## config.mk

```make
export PLATFORM = sky130hd
export DESIGN_NAME = multiplier32bu_flat
export DESIGN_NICKNAME = d
export VERILOG_FILES = /design/src/rtl/multiplier32bu_pkg.sv /design/src/rtl/multiplier32bu_if.sv /design/src/rtl/multiplier32bu_adder64.sv /design/src/rtl/multiplier32bu.sv /design/src/flat_wrapper.sv
export SDC_FILE = /design/constraint.sdc
export NUM_CORES = 1
export LEC_CHECK = 0
export ABC_AREA = 1
export CAP_MARGIN = 20
export CORE_MARGIN = 2
export CORE_UTILIZATION = 42
export CTS_BUF_LIST = sky130_fd_sc_hd__clkbuf_8
export DETAILED_ROUTE_END_ITERATION = 8
export GPL_TIMING_DRIVEN = 0
export PLACE_DENSITY = 0.73
export REMOVE_ABC_BUFFERS = 1
export SLEW_MARGIN = 0
export SYNTH_ARGS = -nofsm -noshare
export SYNTH_HDL_FRONTEND = slang
export SYNTH_SLANG_ARGS = --single-unit
```

## constraint.sdc

```tcl
create_clock -name clk -period 8.3 [get_ports clk]
set_input_delay 1.66 -clock clk [delete_from_list [all_inputs] [get_ports clk]]
set_output_delay 1.66 -clock clk [all_outputs]
set_load 0.005 [all_outputs]
```

## src/rtl/multiplier32bu_pkg.sv

```systemverilog
// Shared types and constants for the 32x32->64 unsigned shift-add multiplier.
package multiplier32bu_pkg;

  localparam int OP_W   = 32;
  localparam int PROD_W = 64;
  localparam int STEPS  = 32;
  localparam int CNT_W  = 6;

  typedef enum logic [1:0] {
    S_IDLE = 2'd0,
    S_RUN  = 2'd1,
    S_DONE = 2'd2
  } state_t;

endpackage

```

## src/rtl/multiplier32bu_if.sv

```systemverilog
// Operand/result handshake bundle between the ALU issue logic and the multiplier.
interface multiplier32bu_if;
  import multiplier32bu_pkg::*;

  logic              start;
  logic [OP_W-1:0]   a;
  logic [OP_W-1:0]   b;
  logic [PROD_W-1:0] p;
  logic              busy;
  logic              finish;

  modport master (output start, a, b, input p, busy, finish);
  modport slave  (input start, a, b, output p, busy, finish);
endinterface

```

## src/rtl/multiplier32bu_adder64.sv

```systemverilog
// Combinational 64-bit unsigned adder built as two chained 32-bit halves.
module multiplier32bu_adder64
  import multiplier32bu_pkg::*;
(
  input  logic [PROD_W-1:0] x,
  input  logic [PROD_W-1:0] y,
  output logic [PROD_W-1:0] sum
);

  logic [OP_W-1:0] sum_lo;
  logic [OP_W-1:0] sum_hi;
  logic            carry_lo;

  assign {carry_lo, sum_lo} = {1'b0, x[OP_W-1:0]} + {1'b0, y[OP_W-1:0]};
  // Product never exceeds 64 bits, so the high carry-out is dropped by construction.
  assign sum_hi = x[PROD_W-1:OP_W] + y[PROD_W-1:OP_W] + {{(OP_W-1){1'b0}}, carry_lo};
  assign sum    = {sum_hi, sum_lo};

endmodule

```

## src/rtl/multiplier32bu.sv

```systemverilog
// Sequential unsigned 32x32->64 shift-add multiplier, one multiplier bit per clock.
// Optional MULTIPLIER32BU_EARLY_EXIT_EN: finish as soon as the remaining multiplier is zero.
//   state  | meaning
//   S_IDLE | waiting for start
//   S_RUN  | one add/shift step per cycle
//   S_DONE | product held on p, finish high
module multiplier32bu
  import multiplier32bu_pkg::*;
(
  input  logic             clk,
  input  logic             rst,
  multiplier32bu_if.slave  bus
);

  state_t             state;
  logic [PROD_W-1:0]  acc;
  logic [PROD_W-1:0]  mc;
  logic [OP_W-1:0]    m;
  logic [CNT_W-1:0]   cnt;
  logic               busy;
  logic               finish;
  logic [PROD_W-1:0]  acc_sum;
  logic               m_zero;

  multiplier32bu_adder64 u_adder (
    .x   (acc),
    .y   (mc),
    .sum (acc_sum)
  );

`ifdef MULTIPLIER32BU_EARLY_EXIT_EN
  assign m_zero = (m == '0);
`else
  assign m_zero = 1'b0;
`endif

  always_ff @(posedge clk) begin
    if (rst) begin
      state  <= S_IDLE;
      acc    <= '0;
      mc     <= '0;
      m      <= '0;
      cnt    <= '0;
      busy   <= 1'b0;
      finish <= 1'b0;
    end else begin
      case (state)
        S_IDLE, S_DONE: begin
          if (bus.start) begin
            acc    <= '0;
            mc     <= {{(PROD_W-OP_W){1'b0}}, bus.a};
            m      <= bus.b;
            cnt    <= CNT_W'(STEPS);
            state  <= S_RUN;
            busy   <= 1'b1;
            finish <= 1'b0;
          end
        end
        S_RUN: begin
          if (m_zero) begin
            state  <= S_DONE;
            busy   <= 1'b0;
            finish <= 1'b1;
          end else begin
            if (m[0]) acc <= acc_sum;
            mc  <= mc << 1;
            m   <= m >> 1;
            cnt <= cnt - CNT_W'(1);
            if (cnt == CNT_W'(1)) begin
              state  <= S_DONE;
              busy   <= 1'b0;
              finish <= 1'b1;
            end
          end
        end
        default: begin
          state  <= S_IDLE;
          busy   <= 1'b0;
          finish <= 1'b0;
        end
      endcase
    end
  end

  assign bus.p      = acc;
  assign bus.busy   = busy;
  assign bus.finish = finish;

endmodule
```

## src/flat_wrapper.sv

```systemverilog
// flat-port wrapper written by rule: the top's interface ports become plain ports
module multiplier32bu_flat import multiplier32bu_pkg::*;
  (clk, rst, bus_start, bus_a, bus_b, bus_p, bus_busy, bus_finish);
  multiplier32bu_if bus_i ();
  input  logic clk;
  input  logic rst;
  input wire logic [$bits(bus_i.start)-1:0] bus_start;
  input wire logic [$bits(bus_i.a)-1:0] bus_a;
  input wire logic [$bits(bus_i.b)-1:0] bus_b;
  output wire logic [$bits(bus_i.p)-1:0] bus_p;
  output wire logic [$bits(bus_i.busy)-1:0] bus_busy;
  output wire logic [$bits(bus_i.finish)-1:0] bus_finish;
  assign bus_i.start = bus_start;
  assign bus_i.a = bus_a;
  assign bus_i.b = bus_b;
  assign bus_p = bus_i.p;
  assign bus_busy = bus_i.busy;
  assign bus_finish = bus_i.finish;
  multiplier32bu u_core (.clk(clk), .rst(rst), .bus(bus_i));
endmodule
```

# --- Yosys cells after proc, flatten, opt, wreduce, memory -nomap -nowiden ---
# Index checks and enable logic that the tools add are counted.
op_classes:
  addsub: 4
  eq_ne: 6
  muxes: 18
  reduce_logical: 6
ops:
  columns: ["cell", "n"]
  rows:
  - ["$pmux 64 s2", 2]
  - ["$mux 64", 3]
  - ["$pmux 32 s2", 1]
  - ["$add 32x32->33", 1]
  - ["$add 32x1->32", 1]
  - ["$add 32x32->32", 1]
  - ["$mux 32", 1]
  - ["$pmux 6 s2", 1]
  - ["$eq 6x1->1 const B", 1]
  - ["$mux 6", 1]
  - ["$sub 6x1->6 const B", 1]
  - ["$mux 1", 4]
  - ["$mux 2", 2]
  - ["$ne 2x1->1 const B", 2]
  - ["$pmux 1 s2", 2]
  - ["$pmux 2 s2", 1]
  - ["$reduce_and 2->1", 2]
  - ["$reduce_and 3->1", 1]
  - ["$eq 2x1->1 const B", 1]
  - ["$eq 2x2->1 const B", 1]
  - ["$logic_not 2->1", 1]
  - ["$ne 2x2->1 const B", 1]
  - ["$reduce_bool 2->1", 1]
  - ["$reduce_or 2->1", 1]
word_totals:
  ff_bits: 170
  wordCells: 41

# --- Depth between registers and ports, before layout ---
logic_depth:
  depth_word: 4
  ltp_mapped: 25
  mapped_depth_nobuf: 25

# --- Cells and area by module ---
# A second synthesis with hierarchy kept.
unflattened:
  hier_cells: 1897
  hier_area_um2: 11210.8
modules_own_cells:
  columns: ["mod", "instances", "cells_each", "area_per_inst_um2"]
  rows:
  - ["multiplier32bu", 1, 890, 6447.4]
  - ["multiplier32bu_adder64", 1, 1007, 4763.3]

# --- Least setup slack after synthesis ---
# Ideal clock, no wire load.
synth_timing:
  path_type: "register -> register"
  from: "register u_core.acc[0], in the netlist u_core.bus.p[0]"
  to: "register u_core.acc[40], in the netlist u_core.bus.p[40]"
  setup_time_ns: 0.132
  arrival_ns: 3.021
  path_slack_ns: 5.147
  stages_incl_launch_ff: 22
  n_path_buf: 0
  period_less_slack_ns: 3.153
  path_cell_list: "dfxtp_1 > ha_1 > inv_1 > fa_1 > inv_1 > nand3_1 > nand3_1 > nand3_1 > nand3_1 > nand2_1 > nand2_1 > nand2_1 > nand3_1 > fa_1 > fa_1 > nand3_1 > nand3_1 > nand2_1 > nand2_1 > or2_2 > nand3_1 > a21oi_1"
synth_between:
  elab_chain_cells: 4
synth_rtl:
  columns: ["item", "line", "source"]
  rows:
  - ["start: declaration", "multiplier32bu.sv:16", "logic [PROD_W-1:0] acc;"]
  - ["start signal: assignment", "multiplier32bu.sv:65", "if (m[0]) acc <= acc_sum;"]
  - ["$add 32x32->33", "multiplier32bu_adder64.sv:14", "assign {carry_lo, sum_lo} = {1'b0, x[OP_W-1:0]} + {1'b0, y[OP_W-1:0]};"]
  - ["$add 32x1->32", "multiplier32bu_adder64.sv:16", "assign sum_hi = x[PROD_W-1:OP_W] + y[PROD_W-1:OP_W] + {{(OP_W-1){1'b0}}, carry_lo};"]
  - ["$mux 64", "multiplier32bu.sv:65", null]
  - ["$pmux 64 s2", "multiplier32bu.sv:47", "case (state)"]
# No other way between the ends. The select of a mux whose other input is x is not followed.
# A chain may end at the register's enable or synchronous reset.

# --- Worst setup path after layout ---
layout_timing:
  from: "register u_core.acc[0], in the netlist u_core.bus.p[0]"
  to: "register u_core.acc[60], in the netlist u_core.bus.p[60]"
# Same word-level chain as after synthesis.

==> impl_metrics.prom <==
# TYPE chip_impl_metric gauge
chip_impl_info{name="tritoncts_clock_tree",value="built"} 1
chip_impl_metric{name="cp.required",unit="ps"} 8710
chip_impl_metric{name="achievable-frequency",unit="MHz"} 247
chip_impl_metric{name="yosysWarningCount",unit=""} 0
chip_impl_metric{name="total_power",unit="mW"} 1.68
chip_impl_info{name="path_delay_family",value="simple AND/OR/NAND/NOR gates"} 1
chip_impl_info{name="path_common_cell",value="sky130_fd_sc_hd__nand3_1"} 1
chip_impl_metric{name="antenna_found_initial",unit=""} 0
chip_impl_metric{name="postRouteAntennaNets",unit=""} 0
chip_impl_metric{name="cts_hold_buffers",unit=""} 0
chip_impl_info{name="timing.critical_path.to_type",value="flop"} 1
chip_impl_metric{name="vias",unit=""} 11192
chip_impl_info{name="worst_setup_path_startpoint",value="u_core.bus.p[0]$_SDFFE_PP0P_"} 1
chip_impl_metric{name="post_cts_resized",unit=""} 0
chip_impl_metric{name="placement_rows",unit=""} 59
chip_impl_info{name="path_cells",value="ha_1, inv_1, fa_1, inv_1, nand3_1, nand3_1, nand3_1, nand3_1, nand2_1, nand2_1, nand2_1, nand3_1, fa_1, fa_1, nand3_1, nand3_1, nand3_1, nand3_1, nand2_1, nand2_1, nand2_1, nand3_1, a21oi_1"} 1
chip_impl_metric{name="antenna_cells_inserted",unit=""} 0
chip_impl_metric{name="slew_violations",unit=""} 0
chip_impl_info{name="startpoint_type",value="flop"} 1
chip_impl_metric{name="vias_per_cell",unit=""} 4.95
chip_impl_metric{name="core_area",unit="mm^2"} 0.0259
chip_impl_metric{name="synth-compound-area-share",unit="%"} 12.2
chip_impl_metric{name="tritoncts.num_buffers",unit=""} 17
chip_impl_metric{name="summed_instance_area_of_the_synthesized_netlist",unit="mm^2"} 0.0110
chip_impl_metric{name="clk_pin_slew",unit="ps"} 100
chip_impl_info{name="timing.hold.worst.class",value="flop to flop"} 1
chip_impl_metric{name="yosys.cell_types.count",unit=""} 40
chip_impl_metric{name="number_of_i_o_pins",unit=""} 133
chip_impl_info{name="synthFlopType",value="sky130_fd_sc_hd__dfxtp_1"} 1
chip_impl_metric{name="grt_pass1_vias",unit=""} 10657
chip_impl_metric{name="timing_worst_slew_pin_value",unit="ps"} 825
chip_impl_metric{name="drt-pass1-iter-count",unit=""} 5
chip_impl_metric{name="power.ir.vdd_worst",unit="mV"} 0.0926
chip_impl_metric{name="synth_enable_flop_cells",unit=""} 0
chip_impl_metric{name="tritoncts_num_sinks",unit=""} 169
chip_impl_metric{name="dieHeight",unit="um"} 166
chip_impl_metric{name="post-route-drc-count",unit=""} 0
chip_impl_metric{name="synthesis.area_per_instance",unit="um^2"} 6.08
chip_impl_metric{name="worst_case_clock_buffer_depth",unit=""} 2
chip_impl_metric{name="timing.critical_path.arrival",unit="ps"} 4450
chip_impl_metric{name="max_stage_delay",unit="ps"} 490
chip_impl_metric{name="setup_ws",unit="ps"} 4250
chip_impl_metric{name="synth_adder_area_share",unit="%"} 7.80
chip_impl_metric{name="initialDrtViolationCount",unit=""} 684
chip_impl_metric{name="design.die.area",unit="mm^2"} 0.0276
chip_impl_metric{name="synth_async_sr_flop_share",unit="%"} 0
chip_impl_metric{name="post_drt_wl_per_cell",unit="um"} 13.3
chip_impl_info{name="rr_startpoint",value="u_core.bus.p[0]$_SDFFE_PP0P_"} 1
chip_impl_metric{name="ys_ff_latch",unit=""} 169
chip_impl_info{name="hold_start",value="u_core.bus.busy$_SDFFE_PP0P_"} 1
chip_impl_info{name="timing_worst_setup_path_type",value="flop to flop"} 1
chip_impl_metric{name="worst_slew_margin_relative_to_its_limit",unit="%"} 44.9
chip_impl_metric{name="crit_fanout",unit=""} 5
chip_impl_metric{name="power.static_leakage",unit="nW"} 6.09
chip_impl_metric{name="die_boundary_width",unit="um"} 166
chip_impl_metric{name="dp_slack",unit="ps"} 4270
chip_impl_metric{name="post-synth-top-area-fraction",unit="%"} 30.7
chip_impl_metric{name="finalClockSkew",unit="ps"} 19.4
chip_impl_metric{name="area_delta_synth_final",unit="%"} 18.2
chip_impl_metric{name="pin_count_of_the_biggest_net_entering_global_routing",unit=""} 93
chip_impl_metric{name="fill_cell_instance_count_of_the_final_layout",unit=""} 2721
chip_impl_metric{name="synth-xor-area-share",unit="%"} 0.0794
chip_impl_metric{name="clkLatencyLatePin",unit="ps"} 480
chip_impl_info{name="crit_path_top_delay_cell",value="sky130_fd_sc_hd__fa_1"} 1
chip_impl_metric{name="finalWorstPathRequiredPeriod",unit="ps"} 4050
chip_impl_metric{name="grt_use_total",unit="%"} 21.7
chip_impl_metric{name="floorplan.initialDensity",unit="%"} 42.6
chip_impl_metric{name="post-cts-setup-buffer-count",unit=""} 0
chip_impl_metric{name="gp_congestion",unit=""} 0.905
chip_impl_metric{name="crit_buf_inv",unit=""} 2
chip_impl_info{name="synth_area_leader_cell",value="sky130_fd_sc_hd__dfxtp_1"} 1
chip_impl_metric{name="synthCells",unit=""} 1814
chip_impl_info{name="status",value="finished clean"} 1
chip_impl_info{name="cts_root_buf",value="sky130_fd_sc_hd__clkbuf_8"} 1
chip_impl_metric{name="route.final.wire_length",unit="um"} 30000
chip_impl_metric{name="synth.area.mux_share",unit="%"} 0
chip_impl_metric{name="synth_sequential_area_ratio",unit="%"} 30.7
chip_impl_metric{name="global_route.overflow_total",unit=""} 0
chip_impl_metric{name="detailedPlacementHpwl",unit="um"} 22800
chip_impl_metric{name="final_layout_size_suffix_gt1_share",unit="%"} 4.72
chip_impl_info{name="synth_top_family_by_area",value="simple AND/OR/NAND/NOR gates"} 1
chip_impl_metric{name="max_cap_viol_count",unit=""} 0
chip_impl_metric{name="hold_violations",unit=""} 0
chip_impl_metric{name="setup_viol_count_final",unit=""} 0
chip_impl_metric{name="synthSimpleGateAreaFrac",unit="%"} 38.5
chip_impl_info{name="yosysMostFrequentCell",value="sky130_fd_sc_hd__nand2_1"} 1
chip_impl_metric{name="power.density_cell_area",unit="mW/mm^2"} 129
chip_impl_info{name="synthTopCellsByArea",value="sky130_fd_sc_hd__dfxtp_1 (31%), sky130_fd_sc_hd__nand2_1 (26%), sky130_fd_sc_hd__inv_1 (7.8%), sky130_fd_sc_hd__ha_1 (7.3%), sky130_fd_sc_hd__a21oi_1 (6.5%)"} 1
chip_impl_metric{name="finish.net_count",unit=""} 2047
chip_impl_metric{name="post-route-period-util",unit="%"} 48.8
chip_impl_metric{name="port_buffer_count",unit=""} 132
chip_impl_metric{name="totalNegativeSetupSlack",unit="ps"} 0
chip_impl_metric{name="cts.htree.levels",unit=""} 4
chip_impl_info{name="rsz0062_at_grt",value="false"} 1
chip_impl_info{name="synth_common_cells",value="sky130_fd_sc_hd__nand2_1 (772), sky130_fd_sc_hd__inv_1 (229), sky130_fd_sc_hd__dfxtp_1 (169)"} 1
chip_impl_metric{name="grt_first_pass_wirelength",unit="um"} 50600
sequential cells by signal, indices dropped and copies added, names as in the netlist:
signal and count:
u_core.cnt 6, u_core.state 1, u_core.mc 64, u_core.bus.busy 1
u_core.bus.finish 1, u_core.m 32, u_core.bus.p 64
final timing paths:
check | end | slack, ps | depth (start not counted)
setup / recovery | u_core.bus.p[60]$_SDFFE_PP0P_ | 4250 | 23
hold / removal | u_core.bus.busy$_SDFFE_PP0P_ | 470 | 2
setup reg to reg | u_core.bus.p[60]$_SDFFE_PP0P_ | 4250 | 23
hold reg to reg | u_core.bus.busy$_SDFFE_PP0P_ | 470 | 2
layer usage:
layer	track usage, %	share of wire, %	up-vias
li1	-	-	5934
met1	26.6	46	5020
met3	3.43	3.6	39
met4	5.90	2.1	0
met5	0	0	-
met2	39.5	49	199
through the flow:
| step | instance area (um^2) | hold WS (ps) | instances | utilization [%] |
|---|---|---|---|---|
| 2_1_floorplan | 10700 | 435 | 1755 | - |
| 6_report | 13000 | 474 | 2261 | 50.3 |
| 5_1_grt | 13000 | 488 | 2261 | 50.3 |
| 4_1_cts | 13000 | 479 | 2261 | 50.3 |
| 3_3_place_gp | 12500 | 450 | 2222 | 48.2 |
| 3_5_place_dp | 12700 | 464 | 2229 | 48.8 |
power breakdown:
group          total (mW)  internal (mW)  switching [mW]  leakage, nW
Sequential          0.861          0.840          0.0216         1.37
Combinational       0.223         0.0925           0.131         4.53
Clock               0.600          0.252           0.347        0.192
placed cells by master (no fill, tap or decap), types with 4 or more instances in the layout:
cell type                         Yosys  routed
sky130_fd_sc_hd__a211oi_1             4       4
sky130_fd_sc_hd__a21o_1               8       8
sky130_fd_sc_hd__a21oi_1            144     144
sky130_fd_sc_hd__a31oi_1             61      61
sky130_fd_sc_hd__buf_16               0       4
sky130_fd_sc_hd__clkbuf_8             0      18
sky130_fd_sc_hd__clkdlybuf4s50_1      0     131
sky130_fd_sc_hd__clkinv_4             0       6
sky130_fd_sc_hd__dfxtp_1            169     169
sky130_fd_sc_hd__ha_1                64      64
sky130_fd_sc_hd__inv_1              229     229
sky130_fd_sc_hd__inv_2                6       5
sky130_fd_sc_hd__nand2_1            772     772
sky130_fd_sc_hd__nand2_2             12      12
sky130_fd_sc_hd__nand3_1            111     111
sky130_fd_sc_hd__nand3b_1             6       6
sky130_fd_sc_hd__nand4_1              9       9
sky130_fd_sc_hd__nor2_1              85      85
sky130_fd_sc_hd__nor2_2               7       7
sky130_fd_sc_hd__nor3_1              12      12
sky130_fd_sc_hd__o21ai_0              5       5
sky130_fd_sc_hd__o21ai_1              6       6
sky130_fd_sc_hd__o21bai_1             5       5
sky130_fd_sc_hd__or2_2               18      18
tightest hold or removal path, delay by kind of cell, from the launching register on:
kind | cells | cell delay [ps]
AOI/OAI and AO/OA | 1 | 50
DFF | 1 | 320
and+or+nand+nor | 1 | 60
logic make-up (layout without fill, tap and decap cells):
| logic type | Yosys count | count (layout) |
|---|---|---|
| AOI/OAI and AO/OA | 240 | 240 |
| xor gates and xnor gates | 1 | 1 |
| adders and majority gates | 67 | 67 |
| buffers and inverters | 295 | 407 |
| DFF | 169 | 169 |
| and+or+nand+nor | 1042 | 1042 |
area by class of cell:
type	count	area, um^2	share of cell area (%)
tap	335	419	3.21
sequential	169	3380	25.9
clock buffer	18	248	1.90
multi-input combinational	1350	6460	49.6
inverter	236	891	6.83
clock inverter	14	140	1.07
timing repair buffer	139	1490	11.4
Power figures use the tool's default switching activity.
